## config.mk

```make
export PLATFORM = sky130hd
export DESIGN_NAME = pc_sequencer
export DESIGN_NICKNAME = d
export VERILOG_FILES = /design/src/rtl/simple_risc_pkg.sv /design/src/rtl/pc_ras.sv /design/src/rtl/pc_sequencer.sv
export SDC_FILE = /design/constraint.sdc
export NUM_CORES = 1
export LEC_CHECK = 0
export BUFFER_PORTS_ARGS = -buffer_cell sky130_fd_sc_hd__buf_2
export CAP_MARGIN = 5
export CORE_ASPECT_RATIO = 0.75
export CORE_MARGIN = 10
export CORE_UTILIZATION = 51
export CTS_CLUSTER_DIAMETER = 40
export DETAILED_ROUTE_END_ITERATION = 8
export PLACE_DENSITY = 0.73
export SLEW_MARGIN = 20
export SYNTH_ARGS = -nofsm -noshare
export SYNTH_HDL_FRONTEND = slang
export SYNTH_SLANG_ARGS = --single-unit
```

## constraint.sdc

```tcl
create_clock -name clk -period 2.12 [get_ports clk]
set_clock_uncertainty 0.1 [all_clocks]
set_input_delay 0.212 -clock clk [delete_from_list [all_inputs] [get_ports clk]]
set_output_delay 0.212 -clock clk [all_outputs]
set_load 0.01 [all_outputs]
```

## src/rtl/simple_risc_pkg.sv

```systemverilog
// Shared decode constants for the simpleRISC core: opcode/op/cond fields,
// flag bit positions and the branch-class encoding used by the PC sequencer.
package simple_risc_pkg;

   localparam logic [2:0] OPC_B   = 3'b001;
   localparam logic [2:0] OPC_BL  = 3'b010;
   localparam logic [2:0] OPC_BLX = 3'b010;
   localparam logic [2:0] OPC_BX  = 3'b010;

   localparam logic [1:0] OP_B    = 2'b00;
   localparam logic [1:0] OP_BL   = 2'b11;
   localparam logic [1:0] OP_BLX  = 2'b10;
   localparam logic [1:0] OP_BX   = 2'b00;

   localparam logic [2:0] COND_AL  = 3'b000;
   localparam logic [2:0] COND_EQ  = 3'b001;
   localparam logic [2:0] COND_NE  = 3'b010;
   localparam logic [2:0] COND_LT  = 3'b011;
   localparam logic [2:0] COND_LE  = 3'b100;
   localparam logic [2:0] COND_BLX = 3'b111;

   localparam int Z_BIT = 0;
   localparam int N_BIT = 1;
   localparam int V_BIT = 2;

   typedef enum logic [2:0] {
      BR_NONE     = 3'd0,
      BR_COND     = 3'd1,
      BR_CALL_REL = 3'd2,
      BR_CALL_REG = 3'd3,
      BR_RET      = 3'd4
   } br_kind_e;

   // Evaluate a B-family condition against the {V,N,Z} flag vector.
   function automatic logic cond_holds(input logic [2:0] c, input logic [2:0] flags);
      logic lt;
      lt = flags[N_BIT] ^ flags[V_BIT];
      case (c)
         COND_AL: cond_holds = 1'b1;
         COND_EQ: cond_holds = flags[Z_BIT];
         COND_NE: cond_holds = ~flags[Z_BIT];
         COND_LT: cond_holds = lt;
         COND_LE: cond_holds = lt | flags[Z_BIT];
         default: cond_holds = 1'b0;
      endcase
   endfunction

endpackage

```

## src/rtl/pc_ras.sv

```systemverilog
// Circular return-address stack: a push while full overwrites the oldest
// entry and raises a sticky overflow flag; pops are only issued when non-empty.
module pc_ras #(
   parameter int DATA_W = 9,
   parameter int DEPTH  = 4
) (
   input  logic              clk,
   input  logic              reset,
   input  logic              push,
   input  logic              pop,
   input  logic [DATA_W-1:0] push_data,
   output logic [DATA_W-1:0] top,
   output logic              empty,
   output logic              overflow
);

   localparam int PTR_W = (DEPTH > 1) ? $clog2(DEPTH) : 1;
   localparam int CNT_W = $clog2(DEPTH + 1);
   localparam logic [PTR_W-1:0] PTR_ZERO = PTR_W'(0);
   localparam logic [PTR_W-1:0] PTR_ONE  = PTR_W'(1);
   localparam logic [PTR_W-1:0] PTR_MAX  = PTR_W'(DEPTH - 1);
   localparam logic [CNT_W-1:0] CNT_ZERO = CNT_W'(0);
   localparam logic [CNT_W-1:0] CNT_ONE  = CNT_W'(1);
   localparam logic [CNT_W-1:0] CNT_FULL = CNT_W'(DEPTH);

   logic [DATA_W-1:0] mem_r [DEPTH];
   logic [PTR_W-1:0]  wr_ptr_r;
   logic [CNT_W-1:0]  count_r;
   logic [PTR_W-1:0]  ptr_next_s;
   logic [PTR_W-1:0]  ptr_prev_s;
   logic              full_s;

   // Pointer neighbours with explicit wrap so non-power-of-2 widths stay safe.
   always_comb begin
      ptr_next_s = (wr_ptr_r == PTR_MAX)  ? PTR_ZERO : (wr_ptr_r + PTR_ONE);
      ptr_prev_s = (wr_ptr_r == PTR_ZERO) ? PTR_MAX  : (wr_ptr_r - PTR_ONE);
   end

   assign top    = mem_r[ptr_prev_s];
   assign empty  = (count_r == CNT_ZERO);
   assign full_s = (count_r == CNT_FULL);

   // Pointer, occupancy and sticky overflow bookkeeping.
   always_ff @(posedge clk) begin
      if (reset) begin
         wr_ptr_r <= PTR_ZERO;
         count_r  <= CNT_ZERO;
         overflow <= 1'b0;
      end else if (push) begin
         wr_ptr_r <= ptr_next_s;
         if (full_s) begin
            overflow <= 1'b1;
         end else begin
            count_r <= count_r + CNT_ONE;
         end
      end else if (pop) begin
         wr_ptr_r <= ptr_prev_s;
         count_r  <= count_r - CNT_ONE;
      end
   end

   // Entry storage; contents are only observed while the stack is non-empty.
   always_ff @(posedge clk) begin
      if (push && !reset) begin
         mem_r[wr_ptr_r] <= push_data;
      end
   end

endmodule

```

## src/rtl/pc_sequencer.sv

```systemverilog
// Program-counter unit: owns the PC, resolves branches/calls/returns on br_en,
// increments on inc_en, and tracks call depth through a return-address stack.
module pc_sequencer
   import simple_risc_pkg::*;
#(
   parameter int PC_W      = 9,
   parameter int IMM_W     = 8,
   parameter int RAS_DEPTH = 4,
   parameter int RESET_PC  = 0
) (
   input  logic             clk,
   input  logic             reset,
   input  logic             inc_en,
   input  logic             br_en,
   input  logic [2:0]       opcode,
   input  logic [1:0]       op,
   input  logic [2:0]       cond,
   input  logic [IMM_W-1:0] imm,
   input  logic [2:0]       zonk,
   input  logic [PC_W-1:0]  rd_data,
   output logic [PC_W-1:0]  pc_out,
   output logic             taken,
   output logic             link_we,
   output logic [PC_W-1:0]  link_out,
   output logic             ras_mismatch,
   output logic             ras_overflow,
   output logic             ras_underflow
);

   localparam int EXT_W = PC_W - IMM_W;
   localparam logic [PC_W-1:0] PC_RESET = PC_W'(RESET_PC);
   localparam logic [PC_W-1:0] PC_ONE   = PC_W'(1);
   localparam logic [PC_W-1:0] PC_ZERO  = PC_W'(0);

   br_kind_e          kind_s;
   logic [PC_W-1:0]   rel_target_s;
   logic              cond_ok_s;
   logic              ras_push_s;
   logic              ras_pop_s;
   logic [PC_W-1:0]   ras_top_s;
   logic              ras_empty_s;

   // Classify the instruction; anything outside the branch encodings is inert.
   always_comb begin
      kind_s = BR_NONE;
      if ((opcode == OPC_B) && (op == OP_B)) begin
         case (cond)
            COND_AL, COND_EQ, COND_NE, COND_LT, COND_LE: kind_s = BR_COND;
            default:                                     kind_s = BR_NONE;
         endcase
      end else if ((opcode == OPC_BL) && (op == OP_BL)) begin
         kind_s = BR_CALL_REL;
      end else if ((opcode == OPC_BLX) && (op == OP_BLX) && (cond == COND_BLX)) begin
         kind_s = BR_CALL_REG;
      end else if ((opcode == OPC_BX) && (op == OP_BX)) begin
         kind_s = BR_RET;
      end else begin
         kind_s = BR_NONE;
      end
   end

   assign rel_target_s = pc_out + {{EXT_W{imm[IMM_W-1]}}, imm};
   assign cond_ok_s    = cond_holds(cond, zonk);
   assign ras_push_s   = br_en && ((kind_s == BR_CALL_REL) || (kind_s == BR_CALL_REG));
   assign ras_pop_s    = br_en && (kind_s == BR_RET) && !ras_empty_s;

   pc_ras #(
      .DATA_W (PC_W),
      .DEPTH  (RAS_DEPTH)
   ) u_ras (
      .clk       (clk),
      .reset     (reset),
      .push      (ras_push_s),
      .pop       (ras_pop_s),
      .push_data (pc_out),
      .top       (ras_top_s),
      .empty     (ras_empty_s),
      .overflow  (ras_overflow)
   );

   // PC register and all registered outputs; br_en takes priority over inc_en.
   always_ff @(posedge clk) begin
      if (reset) begin
         pc_out        <= PC_RESET;
         taken         <= 1'b0;
         link_we       <= 1'b0;
         link_out      <= PC_ZERO;
         ras_mismatch  <= 1'b0;
         ras_underflow <= 1'b0;
      end else begin
         taken        <= 1'b0;
         link_we      <= 1'b0;
         ras_mismatch <= 1'b0;
         if (br_en) begin
            case (kind_s)
               BR_COND: begin
                  if (cond_ok_s) begin
                     pc_out <= rel_target_s;
                     taken  <= 1'b1;
                  end
               end
               BR_CALL_REL: begin
                  link_out <= pc_out;
                  link_we  <= 1'b1;
                  pc_out   <= rel_target_s;
                  taken    <= 1'b1;
               end
               BR_CALL_REG: begin
                  link_out <= pc_out;
                  link_we  <= 1'b1;
                  pc_out   <= rd_data;
                  taken    <= 1'b1;
               end
               BR_RET: begin
                  pc_out <= rd_data;
                  taken  <= 1'b1;
                  if (ras_empty_s) begin
                     ras_underflow <= 1'b1;
                  end else begin
                     ras_mismatch <= (ras_top_s != rd_data);
                  end
               end
               default: begin
                  pc_out <= pc_out;
               end
            endcase
         end else if (inc_en) begin
            pc_out <= pc_out + PC_ONE;
         end
      end
   end

endmodule

```

==> impl_metrics.env, run 1 <==
export IMPL_synth_cell_types=52
export IMPL_grt_util_all_layers_pct=17.6
export IMPL_worstRegToRegCells=9
export IMPL_cts_tree="built"
export IMPL_comb_power_share_pct=12.2
export IMPL_avgViaCountPerCell=5.85
export IMPL_clk_insertion_delay_late_ns=0.35
export IMPL_synth_async_reset_ratio_pct=0
export IMPL_finalSetupViolCount=1
export IMPL_grt_pass1_vias=2873
export IMPL_ctsRootBufferMaster="clkbuf_8"
export IMPL_holdPathStages=3
export IMPL_worst_pin_slew_ns=0.381
export IMPL_area_growth_pct=30.4
export IMPL_setup_ws_ns=-0.0299
export IMPL_power_switching_mw=0.702
export IMPL_drt_pass1_iterations=4
export IMPL_nNetsFinal=441
export IMPL_ant_nets=0
export IMPL_clock_path_buffers=2
export IMPL_synth_edf_count=36
export IMPL_synth_fp_nets=352
export IMPL_pwr_share_seq_pct=48.5
export IMPL_slew_violations=0
export IMPL_rsz0062_at_grt="yes"
export IMPL_worstSetupPathType="register to register"
export IMPL_vias=2808
export IMPL_status="finished, violations left"
export IMPL_synth_area_mm2=0.00336
export IMPL_drt_total_wl_mm=8.95
export IMPL_rr_startpoint="u_ras.wr_ptr_r[0]"
export IMPL_start_kind="register"
export IMPL_grt_ovfl_total=0
export IMPL_violations="setup timing"
export IMPL_ys_flop_type="edfxtp_1"
export IMPL_hp_class="primary input to register"
export IMPL_path_max_fanout=4
export IMPL_power_frac_clock_pct=39.3
export IMPL_cp_data_required_time_ns=2.25
export IMPL_gp_congestion=0.842
export IMPL_num_rows=25
export IMPL_r2r_slack_ns=-0.03
export IMPL_diodes=0
export IMPL_drive_above_1_share_pct=37.6
export IMPL_ys_ff_latch=64
export IMPL_switching_share_pct=25.6
export IMPL_cp_arrival_ns=2.28
export IMPL_final_common_cell="buf_2"
export IMPL_hpwl_mm=6.59
export IMPL_synth_area_per_cell_um2=11.0
export IMPL_antenna_found_initial=0
export IMPL_cap_viol_max_count=0
export IMPL_final_core_util_pct=69.0
export IMPL_finalHoldViolCount=0
export IMPL_initial_core_util_pct=53.0
export IMPL_cellPowerDensity_mw_per_mm2=625
export IMPL_drt_iter0_markers=151
export IMPL_drc_errors=0
export IMPL_mostFrequentLayoutCells="54 x buf_2, 36 x edfxtp_1, 28 x nand2_1"
export IMPL_fp_dieH_um=90.3
export IMPL_fin_setup_tns_ns=-0.0299
export IMPL_coreArea_mm2=0.00635
export IMPL_clkTransAtPathRegs_ns=0.08
export IMPL_avgRoutedWirePerCell_um=18.6
export IMPL_yosysSeqAreaShare_pct=48.8
export IMPL_numCtsBuffers=9
export IMPL_dieArea_mm2=0.0103
export IMPL_min_period_over_period_pct=101
export IMPL_fmax_mhz=465
export IMPL_r2r_end="ras_mismatch"
export IMPL_max_slew_margin_pct=74.5
export IMPL_min_delay_start="rd_data[8]"
export IMPL_peakVddDrop_uv=455
export IMPL_htree_levels=3
export IMPL_endpoint_kind="register"
export IMPL_syn_inst=305
export IMPL_p_leak_nw=1.70
export IMPL_yosys_warnings=0
export IMPL_cts_sinks=64
export IMPL_die_w_um=114
export IMPL_min_to="pc_out[8]"
export IMPL_grt_max_degree=31
export IMPL_min_period_ns=2.15
export IMPL_grt_pass1_wl_mm=14.5
export IMPL_io_pins=55
export IMPL_portBuffers=54
export IMPL_internal_power_mw=2.04
kinds of logic after synthesis:
group	Yosys count	share of synthesized area, %
AOI/OAI and AO/OA	74	15.0
xor gates and xnor gates	18	4.69
adders and majority gates	15	5.80
buffers and inverters	14	1.79
DFF	64	48.8
muxes	14	7.63
and+or+nand+nor	106	16.3
state kept, by name (all words and copies together), names as in the netlist:
signal and count:
link_we 1, taken 1, u_ras.count_r 3, u_ras.mem_r 36, link_out 9, ras_mismatch 1, pc_out 9, u_ras.wr_ptr_r 2
u_ras.overflow 1, ras_underflow 1
worst max-delay path, stage by stage (launching register included):
cell	delay [ns]
dfxtp_2	0.34
inv_2	0.05
ha_4	0.16
nor2b_4	0.13
buf_6	0.14
buf_12	0.10
mux4_2	0.49
xor2_1	0.17
nor3_2	0.24
a211oi_1	0.11
area by class of cell:
class	count	area [um2]
Clock inverter	5	35.0
Tap cell	81	101
Clock buffer	11	174
Timing Repair Buffer	89	631
Multi-Input combinational cell	227	1790
Fill cell	501	1970
Sequential cell	64	1650
Inverter	3	11.3
cell usage after synthesis, types with 4 or more instances:
master    instances  share of area (%)
and2_1            6                1.1
clkbuf_1          8               0.89
a31o_2            4                1.0
a21oi_1          26                3.9
ha_1             14                5.2
xnor2_1           9                2.3
nor3_1            7                1.0
dfxtp_1          28                 17
o211ai_1          4               0.89
nand4_1           5               0.93
xor2_1            9                2.3
mux4_2            9                6.0
o21ai_0          14                2.1
nor2b_1           8                1.5
nor2_1           23                2.6
a211oi_1          5                1.1
edfxtp_1         36                 32
nand3_1          10                1.5
nand2_1          28                3.1
through the flow:
stage               area, um2  cells  setup slack, ns  power [mW]  hold slack [ns]
CTS                      4310    480          -0.0215        2.74           0.0965
global route             4380    480           -0.114        2.84            0.134
detailed placement       4000    459           -0.174        1.66            0.345
finish                   4380    480          -0.0299        2.74            0.131
global placement         4000    459          -0.0517        1.65            0.342
floorplan                3380    305           0.0305        1.53            0.214
layer usage:
layer,GRT usage (%),share of wire [%],vias to the layer above
li1,-,-,1339
met5,0,0,-
met1,23.0,44,1367
met4,6.46,1.4,0
met3,5.05,7.0,11
met2,27.0,48,91
worst max-delay path by stage:
stage / start / end / slack (ns) / cells after the start
after global routing: u_ras.wr_ptr_r[0] / ras_mismatch / -0.11 / 9
after detailed placement: u_ras.wr_ptr_r[0] / ras_mismatch / -0.17 / 9
after CTS: u_ras.wr_ptr_r[0] / ras_mismatch / -0.02 / 9
after global placement: u_ras.wr_ptr_r[0] / ras_mismatch / -0.05 / 8
final: u_ras.wr_ptr_r[0] / ras_mismatch / -0.03 / 9
after floorplan: pc_out[0] / pc_out[8] / 0.03 / 8
repair_timing:
action | CTS | global route
hold buffers | 1 | 0
gates resized for setup | 14 | 12
pin swaps | 7 | 4
hold endpoints to repair | 1 | 0
gates cloned | 1 | 0
setup endpoints to repair | 2 | 5
buffers inserted | 3 | 0
power by group through the flow:
stage	combinational, mW	sequential, mW	clock (mW)
5_1_grt	0.365	1.33	1.14
3_5_place_dp	0.308	1.36	0
3_3_place_gp	0.299	1.36	0
4_1_cts	0.317	1.33	1.09
6_report	0.335	1.33	1.08
2_1_floorplan	0.160	1.37	0
(Power assumes the default switching activity.)
==> run 2, diff against run 1 <==
--- a/config.mk
+++ b/config.mk
@@ -9,8 +9,9 @@
 export CAP_MARGIN = 5
-export CORE_ASPECT_RATIO = 0.75
+export CORE_ASPECT_RATIO = 1.25
 export CORE_MARGIN = 10
-export CORE_UTILIZATION = 51
+export CORE_UTILIZATION = 52
+export CTS_BUF_LIST = sky130_fd_sc_hd__clkbuf_4 sky130_fd_sc_hd__clkbuf_8
 export CTS_CLUSTER_DIAMETER = 40
 export DETAILED_ROUTE_END_ITERATION = 8
-export PLACE_DENSITY = 0.73
+export PLACE_DENSITY = 0.74
 export SLEW_MARGIN = 20
==> constraint.sdc (replaced) <==
create_clock -name clk -period 2.12 [get_ports clk]
set_clock_uncertainty 0.1 [all_clocks]
set_input_delay 0.318 -clock clk [delete_from_list [all_inputs] [get_ports clk]]
set_output_delay 0.318 -clock clk [all_outputs]
set_load 0.01 [all_outputs]
==> run 2 against run 1 <==
  * The flow now finishes without violations
  * Core utilization increased by 0.55 points
  * Non-clock buffer count is 7 higher
  * Register-to-register slack better by 0.04 ns
  * Via count is 2.2% higher
  * Total power shrank 4.3%
  * Wire length down 0.70%
  * Cell area fell by 0.86%
==> impl_metrics.env, run 2 (synthesized netlist as in run 1, its figures left out) <==
export IMPL_status="complete, no violations"
export IMPL_place_ws_ns=-0.162
export IMPL_worst_pin_slew_ns=0.474
export IMPL_min_to="link_we"
export IMPL_clk_insertion_delay_late_ns=0.34
export IMPL_grt_pass1_vias=2967
export IMPL_dieArea_mm2=0.0101
export IMPL_cellPowerDensity_mw_per_mm2=603
export IMPL_avgViaCountPerCell=5.84
export IMPL_gp_congestion=0.897
export IMPL_rr_startpoint="u_ras.wr_ptr_r[0]"
export IMPL_hpwl_mm=6.63
export IMPL_avgRoutedWirePerCell_um=18.1
export IMPL_slew_violations=0
export IMPL_grt_pass1_wl_mm=14.7
export IMPL_clock_path_buffers=2
export IMPL_final_core_util_pct=69.6
export IMPL_coreArea_mm2=0.00625
export IMPL_nNetsFinal=448
export IMPL_min_period_ns=2.11
export IMPL_fmax_mhz=474
export IMPL_htree_levels=3
export IMPL_fill_cells=498
export IMPL_drt_pass1_iterations=5
export IMPL_cts_sinks=64
export IMPL_ant_nets=0
export IMPL_numCtsBuffers=9
export IMPL_worstSetupPathType="register to register"
export IMPL_hp_class="primary input to register"
export IMPL_min_period_over_period_pct=99.6
export IMPL_p_leak_nw=1.71
export IMPL_start_kind="register"
export IMPL_endpoint_kind="register"
export IMPL_fin_setup_tns_ns=0
export IMPL_grt_ovfl_total=0
export IMPL_area_growth_pct=29.2
export IMPL_path_max_fanout=5
export IMPL_drc_errors=0
export IMPL_max_flop_register="u_ras.mem_r"
export IMPL_die_w_um=91.9
export IMPL_ctsHoldBuffers=0
export IMPL_drt_iter0_markers=278
export IMPL_hold_ws_ns=0.233
export IMPL_io_pins=55
export IMPL_max_slew_margin_pct=68.3
export IMPL_mostFrequentLayoutCells="54 x buf_2, 36 x buf_4, 36 x edfxtp_1"
export IMPL_reg_largest_list="u_ras.mem_r x36, link_out x9, pc_out x9"
export IMPL_drt_total_wl_mm=8.89
export IMPL_fp_dieH_um=110
export IMPL_cp_arrival_ns=2.22
export IMPL_setup_ws_ns=0.00820
export IMPL_num_rows=32
export IMPL_worstRegToRegCells=9
export IMPL_ctsRootBufferMaster="clkbuf_8"
export IMPL_peakVddDrop_uv=423
export IMPL_diodes=0
export IMPL_drive_above_1_share_pct=37.7
export IMPL_grt_util_all_layers_pct=18.3
export IMPL_vias=2869
export IMPL_portBuffers=54
export IMPL_r2r_end="ras_mismatch"
export IMPL_cap_viol_max_count=0
export IMPL_finalHoldViolCount=0
export IMPL_finalSetupViolCount=0
export IMPL_holdPathStages=3
export IMPL_cts_tree="built"
export IMPL_r2r_slack_ns=0.008
export IMPL_initial_core_util_pct=53.8
export IMPL_antenna_found_initial=0
export IMPL_min_delay_start="reset"
export IMPL_final_common_cell="buf_2"
export IMPL_clkTransAtPathRegs_ns=0.07
export IMPL_grt_max_degree=31
export IMPL_largest_register_ffs=36
export IMPL_cp_data_required_time_ns=2.23
export IMPL_rsz0062_at_grt="yes"
[run 2: cell count changes in the layout (fill, tap and decap cells not counted), sizes merged]
cell,change
buf,+8
clkbuf,+2
clkinv,-1
dlygate4sd3,-1
inv,-1
[run 2: cell type report]
type	instances	area, um2	share of cell area [%]
clock buffer	13	166	3.83
clock inverter	3	17.5	0.403
inverter	3	11.3	0.259
multi-input combinational	227	1750	40.2
sequential	64	1650	37.9
tap	85	106	2.45
timing repair buffer	96	652	15.0
[run 2: per-stage QoR]
step	instances	power, mW	cell area (um2)
after floorplan	305	1.53	3380
after global placement	473	1.66	4070
after detailed placement	473	1.66	4070
after CTS	491	2.61	4310
after global routing	491	2.73	4350
final	491	2.62	4350
[run 2: layer usage]
layer / global-route usage [%] / up-vias / share of wire, %
li1: - / 1349 / -
met1: 21.5 / 1399 / 40
met2: 32.9 / 108 / 53
met3: 3.96 / 13 / 5.6
met4: 5.30 / 0 / 1.3
met5: 0 / - / 0
[run 2: worst max-delay path by stage]
stage	cells after the start	end	start
2_1_floorplan	8	pc_out[8]	pc_out[0]
3_3_place_gp	9	pc_out[8]	imm[0]
3_5_place_dp	9	pc_out[8]	imm[0]
4_1_cts	9	ras_mismatch	u_ras.wr_ptr_r[0]
5_1_grt	9	ras_mismatch	u_ras.wr_ptr_r[1]
6_report	9	ras_mismatch	u_ras.wr_ptr_r[0]
[run 2: report_power, final]
part	internal, mW	total (mW)	switching (mW)
Clock	0.511	0.968	0.458
Combinational	0.149	0.323	0.174
Sequential	1.32	1.33	0.0113
Total	1.98	2.62	0.643
[run 2: repair_timing]
action                                  CTS  global route
gates resized for setup                  11            11
hold endpoints to repair                  0             0
pin swaps                                 5            10
endpoints found under the setup margin    2             5
buffers inserted                          1             0
cloned                                    1             0
[run 2: critical path, stage by stage (launching register included)]
cell and delay (ns):
dfxtp_2 0.34, inv_2 0.05, ha_4 0.16, nor2b_4 0.13
buf_6 0.15, mux4_2 0.54, xnor2_2 0.16, nand4_1 0.14
nor3_2 0.13, a211oi_1 0.09
